$ cat src/rtl/spi_master_pkg.sv
// Shared types and frame layout for the SPI master.
// Frame is {CMD, addr, data_in}, MSB first.
package spi_master_pkg;

  localparam int FRAME_W  = 24;
  localparam int CMD_MSB  = 23;
  localparam int CMD_LSB  = 20;
  localparam int ADDR_MSB = 19;
  localparam int ADDR_LSB = 16;
  localparam int DATA_MSB = 15;
  localparam int DATA_LSB = 0;

  typedef enum logic [2:0] {
    IDLE  = 3'd0,
    SETUP = 3'd1,
    SHIFT = 3'd2,
    HOLD  = 3'd3,
    DONE  = 3'd4
  } state_t;

  function automatic logic [FRAME_W-1:0] build_frame(
    input logic [3:0]  cmd,
    input logic [3:0]  addr,
    input logic [15:0] data
  );
    logic [FRAME_W-1:0] f;
    f = '0;
    f[CMD_MSB:CMD_LSB]   = cmd;
    f[ADDR_MSB:ADDR_LSB] = addr;
    f[DATA_MSB:DATA_LSB] = data;
    return f;
  endfunction

endpackage

$ cat src/rtl/spi_clk_gen.sv
// SCK generator: toggles every CLK_DIV cycles while enabled,
// with single-cycle strobes on the cycle SCK rises or falls.
module spi_clk_gen #(
  parameter int unsigned CLK_DIV = 4
) (
  input  logic clk,
  input  logic rst_n,
  input  logic en,
  output logic sck,
  output logic rise,
  output logic fall
);

  logic [7:0] cnt;
  logic       tick;

  assign tick = en && (cnt == 8'(CLK_DIV - 1));
  assign rise = tick && !sck;
  assign fall = tick && sck;

  always_ff @(posedge clk or negedge rst_n) begin
    if (!rst_n) begin
      cnt <= '0;
      sck <= 1'b0;
    end else if (!en) begin
      cnt <= '0;
      sck <= 1'b0;
    end else if (tick) begin
      cnt <= '0;
      sck <= ~sck;
    end else begin
      cnt <= cnt + 8'd1;
    end
  end

endmodule

$ cat src/rtl/spi_master.sv
// 24-bit SPI mode-0 master, single or continuous frames.
// Define SPI_LOOPBACK_EN to receive the internal MOSI instead of MISO.
module spi_master
  import spi_master_pkg::*;
#(
  parameter int unsigned CLK_DIV = 4,
  parameter logic [3:0]  CMD     = 4'h0
) (
  input  logic                sys_clk,
  input  logic                sys_rst_n,
  input  logic                busy,
  input  logic [3:0]          addr,
  input  logic [15:0]         data_in,
  input  logic                spi_miso,
  input  logic                spi_send,
  output logic                spi_cs,
  output logic                spi_sck,
  output logic                spi_mosi,
  output logic [FRAME_W-1:0]  data_out,
  output logic                send_done
);

  state_t state, state_nx;

  logic               prev_send;
  logic               start;
  logic [8:0]         cnt;
  logic [4:0]         nfall;
  logic               gap;
  logic [FRAME_W-1:0] tx_sr;
  logic [FRAME_W-1:0] rx_sr;
  logic               rx_bit;
  logic               sck_en;
  logic               cs_low;
  logic               rise;
  logic               fall;
  logic               cnt_end;
  logic               setup_end;
  logic               last_fall;
  logic               enter_setup;
  logic               enter_done;

  assign start     = spi_send && !prev_send;
  assign cnt_end   = cnt == 9'(CLK_DIV - 1);
  // back-to-back frames keep CS high for the first CLK_DIV-1 SETUP cycles
  assign setup_end = gap ? (cnt == 9'(2 * CLK_DIV - 2)) : cnt_end;
  assign last_fall = fall && (nfall == 5'd23);

`ifdef SPI_LOOPBACK_EN
  assign rx_bit = spi_mosi;
`else
  assign rx_bit = spi_miso;
`endif

  spi_clk_gen #(
    .CLK_DIV (CLK_DIV)
  ) u_clk_gen (
    .clk   (sys_clk),
    .rst_n (sys_rst_n),
    .en    (sck_en),
    .sck   (spi_sck),
    .rise  (rise),
    .fall  (fall)
  );

  always_ff @(posedge sys_clk or negedge sys_rst_n) begin
    if (!sys_rst_n) state <= IDLE;
    else            state <= state_nx;
  end

  always_comb begin
    state_nx = state;
    sck_en   = 1'b0;
    cs_low   = 1'b0;
    unique case (state)
      IDLE: begin
        if (start) state_nx = SETUP;
      end
      SETUP: begin
        cs_low = !(gap && (cnt < 9'(CLK_DIV - 1)));
        if (setup_end) state_nx = SHIFT;
      end
      SHIFT: begin
        cs_low = 1'b1;
        sck_en = 1'b1;
        if (last_fall) state_nx = HOLD;
      end
      HOLD: begin
        cs_low = 1'b1;
        if (cnt_end) state_nx = DONE;
      end
      DONE: begin
        state_nx = busy ? SETUP : IDLE;
      end
      default: state_nx = IDLE;
    endcase
  end

  assign spi_cs      = !cs_low;
  assign spi_mosi    = tx_sr[FRAME_W-1];
  assign enter_setup = (state_nx == SETUP) && (state != SETUP);
  assign enter_done  = (state_nx == DONE) && (state != DONE);

  always_ff @(posedge sys_clk or negedge sys_rst_n) begin
    if (!sys_rst_n) begin
      prev_send <= 1'b1;
      cnt       <= '0;
      nfall     <= '0;
      gap       <= 1'b0;
      tx_sr     <= '0;
      rx_sr     <= '0;
      data_out  <= '0;
      send_done <= 1'b0;
    end else begin
      prev_send <= spi_send;
      if (state_nx != state)
        cnt <= '0;
      else if (state == SETUP || state == HOLD)
        cnt <= cnt + 9'd1;
      if (rise)
        rx_sr <= {rx_sr[FRAME_W-2:0], rx_bit};
      if (fall) begin
        tx_sr <= {tx_sr[FRAME_W-2:0], 1'b0};
        nfall <= nfall + 5'd1;
      end
      if (enter_setup) begin
        tx_sr     <= build_frame(CMD, addr, data_in);
        gap       <= (state == DONE);
        nfall     <= '0;
        send_done <= 1'b0;
      end
      if (enter_done) begin
        data_out  <= rx_sr;
        send_done <= 1'b1;
      end
    end
  end

endmodule

$ cat config.mk
export PLATFORM = sky130hd
export DESIGN_NAME = spi_master
export DESIGN_NICKNAME = d
export VERILOG_FILES = /design/src/rtl/spi_master_pkg.sv /design/src/rtl/spi_clk_gen.sv /design/src/rtl/spi_master.sv
export SDC_FILE = /design/constraint.sdc
export NUM_CORES = 1
export LEC_CHECK = 0
export CAP_MARGIN = 25
export CORE_ASPECT_RATIO = 0.7
export CORE_MARGIN = 2
export CORE_UTILIZATION = 45
export CTS_CLUSTER_SIZE = 25
export DETAILED_ROUTE_END_ITERATION = 7
export PLACE_DENSITY = 0.65
export SYNTH_ARGS = -nofsm -noshare
export SYNTH_HDL_FRONTEND = slang
export SYNTH_SLANG_ARGS = --single-unit
$ cat constraint.sdc
create_clock -name sys_clk -period 2.8 [get_ports sys_clk]
set_clock_uncertainty 0.15 [all_clocks]
set_input_delay 0.42 -clock sys_clk [delete_from_list [all_inputs] [get_ports sys_clk]]
set_output_delay 0.42 -clock sys_clk [all_outputs]
set_load 0.005 [all_outputs]
==> results_dict.tcl, run 1 <==
set metrics [dict create \
    outcome "complete, no violations" \
    worstPathRequired_ps 2230 \
    rows 30 \
    yosysMostFrequentCell "dfrtp_1" \
    vias_per_cell 5.21 \
    startpoint_type "flip-flop" \
    final.setup.worst_slack_ps 170 \
    crit_chain "nor4_2 -> and2_2 -> a311o_1 -> clkdlybuf4s50_1" \
    hold_slack_ps 351 \
    crit_type "reg2out" \
    synthesis.area_sq_um 4490 \
    synth_nets 410 \
    drive_gt1_frac 0.197 \
    timing_hold_violations_final 0 \
    yosysTopAreaCell "dfrtp_1" \
    grt_usage 0.173 \
    ant_nets 0 \
    place_ws_ps 310 \
    grt-busiest-layer "met1" \
    overflow 0 \
    fillers 819 \
    synth_seq_cells 101 \
    syn_inst 381 \
    root_buffer "clkbuf_16" \
    synthFlopType "dfrtp_1" \
    finalMaxSlewViolations 0 \
    ys_seq_area_frac 0.563 \
    cts_resized 0 \
    worst_pin_slew_ps 533 \
    drc 0 \
    grt_pass1_wl_um 14500 \
    cts.sinks 101 \
    die_x_um 123 \
    power_density_nw_per_um2 552 \
    end_kind "output port" \
    ir_worst_vdd_v 0.000298 \
    cp_data_arrival_time_ps 2060 \
    antennaDiodeCount 0 \
    cts.path.max_buffers 2 \
    clkLatencyLatePin_ps 360 \
    met3_usage 0.0410 \
    crit_slowest_cell "clkdlybuf4s50_1" \
    crit_path_max_fanout 4 \
    clk_pin_slew_ps 80 \
    synth.distinct_cells 49 \
    max_stage_delay_ps 510 \
    core-area_sq_um 9720 \
    hp-class "reg2reg" \
    grt_max_degree 65 \
    period_minus_slack_ps 2630 \
    grt_pass1_vias 2921 \
    wirelength_um 8530 \
    first_pass_iters 4 \
    path_delay_family "simple AND/OR/NAND/NOR gates" \
    die_h_um 87.6 \
    post_dp_cell_area_sq_um 5130 \
    use_met1 0.254 \
    synth_commonest_cells "100 x dfrtp_1, 60 x nand2_1, 33 x nor2_1" \
    io_buffers 52 \
    grt_use_met2 0.251 \
    setup-violations-final 0 \
    nets 465 \
    die_area_sq_um 10800 \
    fin_crit_sh 0.939 \
    yosysTopAreaCellShare 0.557 \
    fmax_mhz 380 \
    reg2reg_slack_ps 480 \
    maxCapViolCount 0 \
    async_reset_ff_frac 1.00 \
    synth_edf_count 0 \
    crit_buf_inv 1 \
    rsz0062_at_grt "false" \
    cts_tree "done" \
    vias 2966 \
    first_iter_violations 215 \
    start_util 0.462 \
    gp_congestion 0.845 \
    ys_warn_count 0 \
    total_leakage_power_nw 2.50 \
    cts_buffers 9 \
    routedWlPerCell_um 15.0 \
    hpwl_um 5600 \
    antenna_found_initial 0 \
    avgSynthCellArea_sq_um 11.8 \
    relSlewSlack 0.644 \
    htree_levels 3 \
    setup_tns_ps 0 \
    area_growth_pct 21.4 \
    design_area_sq_um 5460 \
    synth_area_leaders "dfrtp_1 56%, mux2_2 7.3%, mux2_4 6.7%" \
    io_pins 53 \
]
[layout by cell type (no fill, tap or decap), types with 2 or more instances in the layout]
cell type,netlist,layout
clkbuf_16,0,9
nand4_1,5,5
nor2b_1,2,2
mux2_2,29,29
a21oi_1,16,16
mux2i_1,2,2
or3_1,3,3
buf_12,2,2
buf_4,3,8
xor2_1,9,9
and3_1,3,3
xnor2_1,6,6
nor2_1,33,33
o21ai_0,3,3
dfrtp_1,100,100
and2_2,2,2
inv_8,0,2
a31oi_1,20,20
and4b_1,2,2
mux2_4,20,20
ha_1,4,4
clkinv_4,0,2
nand3_1,12,12
inv_1,4,4
nor3_1,2,2
nand2b_1,4,4
nand2_1,60,60
clkdlybuf4s50_1,0,51
o22ai_1,2,2
clkinv_8,0,2
[tightest hold or removal path, cell delays in order, from the launching register on]
cell,delay (ps)
dfrtp_1,340
nand3_1,70
nand2_1,60
[per-layer routing]
metal | share of wire | routed length, um | vias to the layer above
li1 | - | - | 1439
met2 | 0.44 | 3760 | 43
met3 | 0.030 | 257 | 6
met4 | 0.011 | 93 | 0
met1 | 0.52 | 4420 | 1478
met5 | 0 | 0 | -
[state kept, by name, indices dropped and copies added, names as in the netlist]
register       cells
data_out          24
rx_sr             24
tx_sr             24
cnt                9
u_clk_gen.cnt      8
nfall              5
state              3
gap                1
prev_send          1
send_done          1
u_clk_gen.sck      1
[power breakdown]
group	switching, W	total (W)	internal (W)
Combinational	0.0000907	0.000195	0.000104
Sequential	0.0000460	0.00155	0.00151
Clock	0.000622	0.00127	0.000646
Total	0.000759	0.00301	0.00226
[final cells by class]
| cell class | count | area [sq um] | area share |
|---|---|---|---|
| Multi-Input combinational cell | 258 | 1820 | 0.333 |
| Clock buffer | 9 | 225 | 0.0413 |
| Clock inverter | 7 | 88.8 | 0.0163 |
| Timing Repair Buffer | 62 | 621 | 0.114 |
| Inverter | 4 | 15.0 | 0.00275 |
| Tap cell | 128 | 160 | 0.0293 |
| Sequential cell | 101 | 2530 | 0.463 |
[logic make-up (layout without fill, tap and decap cells)]
family                     after synthesis  in the layout  share of synthesized area
AOI/OAI and AO/OA                       47             47                     0.0626
xor gates and xnor gates                15             15                     0.0292
adders and majority gates                4              4                     0.0111
buffers and inverters                   22             82                     0.0326
DFF                                    101            101                      0.563
muxes                                   51             51                      0.144
and+or+nand+nor                        141            141                      0.158
[stage by stage]
stage	util	total power [W]	std cells
after floorplan	-	0.00167	381
after CTS	0.561	0.00305	569
after detailed placement	0.528	0.00178	552
final	0.561	0.00301	569
after global routing	0.561	0.00314	569
after global placement	0.528	0.00177	552
[worst paths after layout]
path                            cells after the start           to       from
worst max-delay path                                4       spi_cs     cnt[3]
worst min-delay path                                2     tx_sr[0]   tx_sr[0]
worst max register to register                      4  data_out[0]     cnt[1]
worst min register to register                      2     tx_sr[0]   tx_sr[0]
max in group asynchronous                           3     rx_sr[9]  sys_rst_n
min in group asynchronous                           2     state[0]  sys_rst_n
[what timing repair did]
item,in CTS,in global routing
hold buffers,1,0
hold endpoints to repair,36,0
buffers inserted,0,0
No activity file was read; power rests on OpenSTA's default activity.
==> run 2, diff against run 1 <==
ABC_CLOCK_PERIOD_IN_PS = 2800   (was default)
==> results of run 2 <==
Same layout as run 1: the final DEF is identical, and so are final timing and power.
